==> src/rtl/demux_1xn_tdm.sv <==
// Receive side of the TDM mux path: registered 1xN demux of a serial bit stream,
// plus in-order sweep reassembly into frame words with error pulse and frame counter.
module demux_1xn_tdm #(
  parameter int unsigned N  = 8,
  parameter int unsigned R  = 3,
  parameter int unsigned CW = 8
) (
  input  logic          clk,
  input  logic          rst_n,
  input  logic          din,
  input  logic [R-1:0]  sel,
  input  logic          valid,
  output logic [N-1:0]  y,
  output logic [N-1:0]  word,
  output logic          word_valid,
  output logic          err,
  output logic [CW-1:0] frame_cnt
);

  localparam logic [0:0] IDLE    = 1'b0;
  localparam logic [0:0] COLLECT = 1'b1;

  logic [0:0]    state, state_nxt;
  logic [R-1:0]  exp_slot, exp_slot_nxt;
  logic [N-1:0]  shadow, shadow_nxt;
  logic [N-1:0]  y_nxt, word_nxt;
  logic          word_valid_nxt, err_nxt;
  logic [CW-1:0] frame_cnt_nxt;

  logic [N-1:0]  slot_hot;
  logic [N-1:0]  shadow_wr;
  logic          last_slot;

  // One-hot decode of sel; stays all-zero for sel >= N so out-of-range slots never write
  always_comb begin
    slot_hot = '0;
    for (int unsigned i = 0; i < N; i++) begin
      if (sel == R'(i)) slot_hot[i] = 1'b1;
    end
    shadow_wr = (shadow & ~slot_hot) | (slot_hot & {N{din}});
    last_slot = (sel == R'(N - 1));
  end

  // State register
  always_ff @(posedge clk) begin
    if (!rst_n) begin
      state      <= IDLE;
      exp_slot   <= '0;
      shadow     <= '0;
      y          <= '0;
      word       <= '0;
      word_valid <= 1'b0;
      err        <= 1'b0;
      frame_cnt  <= '0;
    end else begin
      state      <= state_nxt;
      exp_slot   <= exp_slot_nxt;
      shadow     <= shadow_nxt;
      y          <= y_nxt;
      word       <= word_nxt;
      word_valid <= word_valid_nxt;
      err        <= err_nxt;
      frame_cnt  <= frame_cnt_nxt;
    end
  end

  // Next-state and output logic
  always_comb begin
    state_nxt      = state;
    exp_slot_nxt   = exp_slot;
    shadow_nxt     = shadow;
    y_nxt          = y;
    word_nxt       = word;
    word_valid_nxt = 1'b0;
    err_nxt        = 1'b0;
    frame_cnt_nxt  = frame_cnt;

    if (valid) begin
      y_nxt = (y & ~slot_hot) | (slot_hot & {N{din}});

      unique case (state)
        IDLE: begin
          if (sel == '0) begin
            shadow_nxt = shadow_wr;
            if (N == 1) begin
              word_nxt       = shadow_wr;
              word_valid_nxt = 1'b1;
              frame_cnt_nxt  = frame_cnt + CW'(1);
              exp_slot_nxt   = '0;
            end else begin
              exp_slot_nxt = R'(1);
              state_nxt    = COLLECT;
            end
          end else begin
            err_nxt = 1'b1;
          end
        end

        COLLECT: begin
          if (sel == exp_slot) begin
            shadow_nxt = shadow_wr;
            if (last_slot) begin
              word_nxt       = shadow_wr;
              word_valid_nxt = 1'b1;
              frame_cnt_nxt  = frame_cnt + CW'(1);
              exp_slot_nxt   = '0;
              state_nxt      = IDLE;
            end else begin
              exp_slot_nxt = exp_slot + R'(1);
            end
          end else begin
            err_nxt = 1'b1;
            // A fresh slot 0 restarts the frame instead of dropping back to IDLE
            if (sel == '0) begin
              shadow_nxt   = shadow_wr;
              exp_slot_nxt = R'(1);
            end else begin
              exp_slot_nxt = '0;
              state_nxt    = IDLE;
            end
          end
        end

        default: begin
          state_nxt    = IDLE;
          exp_slot_nxt = '0;
        end
      endcase
    end
  end

endmodule

==> config.mk <==
export PLATFORM = sky130hd
export DESIGN_NAME = demux_1xn_tdm
export DESIGN_NICKNAME = d
export VERILOG_FILES = /design/src/rtl/demux_1xn_tdm.sv
export SDC_FILE = /design/constraint.sdc
export NUM_CORES = 1
export LEC_CHECK = 0
export CAP_MARGIN = 30
export CORE_MARGIN = 3
export CORE_UTILIZATION = 45
export CTS_BUF_LIST = sky130_fd_sc_hd__clkbuf_4 sky130_fd_sc_hd__clkbuf_8
export DETAILED_ROUTE_END_ITERATION = 12
export GPL_TIMING_DRIVEN = 0
export PLACE_DENSITY_LB_ADDON = 0.2
export SYNTH_ARGS = -nofsm -noshare
export SYNTH_HDL_FRONTEND = slang
export SYNTH_SLANG_ARGS = --single-unit
==> constraint.sdc <==
create_clock -name clk -period 4.3 [get_ports clk]
set_input_delay 1.29 -clock clk [delete_from_list [all_inputs] [get_ports clk]]
set_output_delay 1.29 -clock clk [all_outputs]
set_load 0.03 [all_outputs]
; After elaboration in Yosys (flattened, before gate mapping)
; Index checks and enable logic that the tools add are counted.
; Widths: inputs -> output; s select.
[word_totals]
regBits = 38
input_bits = 7
output_inout_bits = 26
wordCells = 53
[classes]
add_sub_neg = 2
eq_ne = 9
muxes = 22
n_bitwise = 7
reduce_logical = 5
[ops]
columns = operator, n
row1 = $and 8x8->8, 3
row2 = $mux 8, 2
row3 = $or 8x8->8, 2
row4 = $pmux 8 s2, 1
row5 = $mux 1, 13
row6 = $eq 3x3->1 const B, 4
row7 = $mux 3, 3
row8 = $add 8x1->8 const B, 1
row9 = $not 8->8, 1
row10 = $reduce_and 4->1, 2
row11 = $eq 3x2->1 const B, 2
row12 = $pmux 3 s2, 1
row13 = $pmux 1 s2, 2
row14 = $reduce_and 2->1, 2
row15 = $add 3x1->3 const B, 1
row16 = $eq 3x1->1 const B, 1
row17 = $eq 3x3->1, 1
row18 = $logic_not 3->1, 1
row19 = $ne 2x2->1 const B, 1
row20 = $not 1->1, 1

; Logic depth before layout (Yosys ltp)
[depth]
ltp_word = 8
mapped_depth = 7
ltp_nobuf = 4

; Least setup slack after synthesis
; OpenSTA, ideal clock, no wires.
[synth_timing]
kind = input port to flip-flop
startpoint = in sel[1]
endpoint = reg frame_cnt[2]
setup_time_ns = 0.070
t_arrival_ns = 2.789
t_required_ns = 4.230
setup_slack_ns = 1.441
cell_stages = 6
n_path_buf = 2
path_cell_list = buf_6 > xor2_2 > or4_1 > buf_2 > or4_1 > a21oi_1
[synth_via]
elab_chain_cells = 2
elab_cells_between_ends = 3
cone_classes = eq/ne (2) / reduce/logical (1)
[synth_lines]
columns = element, line_no
row1 = "start, declared", 11  ; input logic [R-1:0] sel,
row2 = $eq 3x3->1 (on tied branches), "41, 100"
row3 = $reduce_and 4->1 (no line) (*), --
row4 = "end signal, assigned", 63  ; frame_cnt <= frame_cnt_nxt;
row5 = "end, declared", 17  ; output logic [CW-1:0] frame_cnt
; Every way passes the cells marked *; elsewhere a longest branch is shown, timed or not.
; A chain may end at the register's enable or synchronous reset.

; Final worst setup path
[layout_timing]
startpoint = in sel[0]
endpoint = reg word[1]
[layout_via]
elab_chain_cells = 5
elab_cells_between_ends = 9
cone_classes = eq/ne (3) / mux (1) / bitwise (4) / reduce/logical (1)
[layout_lines]
columns = element, line_no
row1 = $eq 3x1->1, 38  ; if (sel == R'(i)) slot_hot[i] = 1'b1;
row2 = $mux 1, 38
row3 = $not 8->8, 40  ; shadow_wr = (shadow & ~slot_hot) | (slot_hot & {N{din}});
row4 = $and 8x8->8, 40
row5 = $or 8x8->8, 40
row6 = "end signal, assigned", 60  ; word <= word_nxt;
row7 = "end, declared", 14  ; output logic [N-1:0] word,
; Several ways; a longest one is shown, not always the timed one.

==> flow_summary.toml <==
[status]
outcome = "finished, final reports clean"

[placed_design]
gp_congestion = 0.794
post-place-ws_ns = 0.954
port_buffers = 29
dp_hpwl_um = 2830
place_area_um2 = 2130

[worst_setup_path]
cp-endpoint = "word[1]$_SDFFE_PN0P_"
required_ns = 4.51
worstReg2RegStart = "exp_slot[2]$_SDFFE_PN0P_"
r2r_cells = 6
r2r-end = "word[1]$_SDFFE_PN0P_"
crit_fanout = 10
crit_arrival_ns = 3.26
crit_path_start_kind = "primary input"
worstSetupEndpointType = "register"
worstSetupPathType = "primary input to register"
worstSetupStartpoint = "sel[0]"
r2r_setup_slack_ns = 2.20

[grt]
antenna_found_initial = 0
grt_overflow = 0
grt_pass1_vias = 1497
grt_max_degree = 11
grt_pass1_wl_um = 6880
grt_use_total_pct = 19.5

[final_layout]
layout_commonest_cell = "dfxtp_1"
nets = 254
final.fill_count = 374
diodes = 0
design_area_um2 = 2200
final_cell_mix = "dfxtp_1, clkdlybuf4s50_1, nand2_1, mux2i_1"
fin_util_pct = 58.8
seqCellArea_um2 = 741
multi_input_area_um2 = 937
synthToLayoutAreaGrowth_pct = 23.9
drive_gt1_share_pct = 6.56

[synthesis]
synth.area.mux_share_pct = 10.9
synth_compound_area_share_pct = 12.5
synth_area_per_cell_um2 = 8.49
synth_top_family_by_area = "simple AND/OR/NAND/NOR gates"
synth_edf_count = 0
synth.distinct_cells = 38
ys_async_sr_fraction_pct = 0
synth-simple-area-share_pct = 26.1
syn_nets = 218
yosysWarningCount = 0
ys.flop_type = "dfxtp_1"
synthAdderAreaFrac_pct = 1.41
netlist_instances = 209
syn_area_um2 = 1780
ys_ff_latch = 37
synth_seq_area_share_pct = 41.7
synth_xor_area_share_pct = 1.90

[route]
routed_wl_um = 3950
dr_total_vias = 1586
ant_nets = 0
drt_iter0_drc = 117
drtPass1Iterations = 4
drc_errors = 0
wl_per_cell_um = 13.5
viasPerCell = 5.43

[timing]
fin_skew_ns = 0.00374
setup_violations = 0
rsz0062_at_grt = "no"
fin_ws_ns = 1.26
setup_tns_ns = 0
max_freq_mhz = 329
finalCriticalPeriod_ns = 3.04
maxSlewViolCount = 0
worstMarginPinSlew_ns = 0.879
maxSlewHeadroom_pct = 40.9
hold_viol_final = 0
min_period_over_period_pct = 70.8

[floorplan]
die_width_um = 68.8
fp.coreArea_um2 = 3740
start_util_pct = 47.4
row_count = 22
die_y_um = 68.8
io_pins = 33
die_area_um2 = 4730

[clock_network]
htreeDepth = 2
clock_latency_ns = 0.28
clockRootBuffer = "clkbuf_8"
holdBufCountCts = 0
cts_buffers = 5
tritoncts = "yes"
cts.sinks = 37
clk_path_buf_depth = 2
ctsResizeCount = 0
clk_pin_slew_worst_paths_ns = 0.06
cts_setup_buffers = 0

[job]
drv_cap = 0

[pwr]
ir_drop_mv = 0.231
p_leak_nw = 0.763
power_density_nw_per_um2 = 285

[min_path]
min_path_type = "register to register"
metal layers:
layer	share of wire, %	global-route usage [%]	vias up
met5	0	0	-
li1	-	-	818
met4	1.6	6.08	0
met2	47	30.8	33
met1	46	25.6	728
met3	5.1	5.83	7
logic make-up (layout without fill, tap and decap cells):
kind of cell / count (synthesis) / after routing
AO/OA/AOI/OAI: 36 / 36
XOR/XNOR: 3 / 3
adder cells (fa/ha/maj): 2 / 2
buffers and inverters: 23 / 58
flip-flops: 37 / 37
multiplexers: 19 / 19
AND/OR/NAND/NOR: 89 / 89
stage by stage:
step,hold slack (ns),power [mW],std cells
floorplan,0.437,0.396,209
global placement,0.445,0.414,286
detailed placement,0.447,0.414,286
CTS,0.461,0.636,292
global route,0.476,0.655,292
finish,0.457,0.628,292
synth_stat cells, types with 2 or more instances:
cell	instances	area (um^2)
dfxtp_1	37	741
a21oi_1	14	70.1
or4_1	4	30.0
inv_1	5	18.8
nor4_1	2	12.5
ha_1	2	25.0
nand2_1	28	105
nand3_1	9	45.0
nor2_1	12	45.0
o21ai_0	8	40.0
xor2_1	2	17.5
nand4_1	7	43.8
nor3_1	7	35.0
buf_2	3	15.0
or3_1	2	12.5
and3_1	2	12.5
clkbuf_1	14	52.6
nand3b_1	2	15.0
nand4b_1	4	35.0
o31ai_1	4	30.0
a211oi_1	2	15.0
mux2_2	2	22.5
mux2i_1	17	170
nand2b_1	6	37.5
final cells by class:
class                      instances  share of cell area [%]
buffer                            18                    3.58
clock buffer                       5                    3.13
sequential                        37                    33.7
timing repair buffer              29                    13.2
clock inverter                     1                   0.228
inverter                           5                   0.853
multi-input combinational        149                    42.6
tap                               48                    2.73
power breakdown:
group	leakage, nW	internal, mW	total [mW]	switching, mW
clock	0.0399	0.107	0.221	0.115
sequential	0.299	0.346	0.349	0.00251
combinational	0.424	0.0206	0.0575	0.0369
total	0.763	0.473	0.628	0.154
worst max-delay path, stage by stage:
cell	delay, ns
clkdlybuf4s50_1	0.43
xor2_1	0.18
or4_1	0.52
buf_2	0.20
nor2_2	0.39
mux2i_1	0.23
worst min-delay path by stage:
stage                           start                      to  slack [ns]  cells past startpoint
2_1_floorplan  shadow[0]$_SDFFE_PN0P_  shadow[0]$_SDFFE_PN0P_        0.44                      2
3_3_place_gp   shadow[4]$_SDFFE_PN0P_  shadow[4]$_SDFFE_PN0P_        0.44                      2
3_5_place_dp     word[1]$_SDFFE_PN0P_    word[1]$_SDFFE_PN0P_        0.45                      2
4_1_cts                      register                register        0.46                      2
5_1_grt          word[2]$_SDFFE_PN0P_    word[2]$_SDFFE_PN0P_        0.48                      2
6_report         word[6]$_SDFFE_PN0P_    word[6]$_SDFFE_PN0P_        0.46                      2
Power figures use the tool's default switching activity.
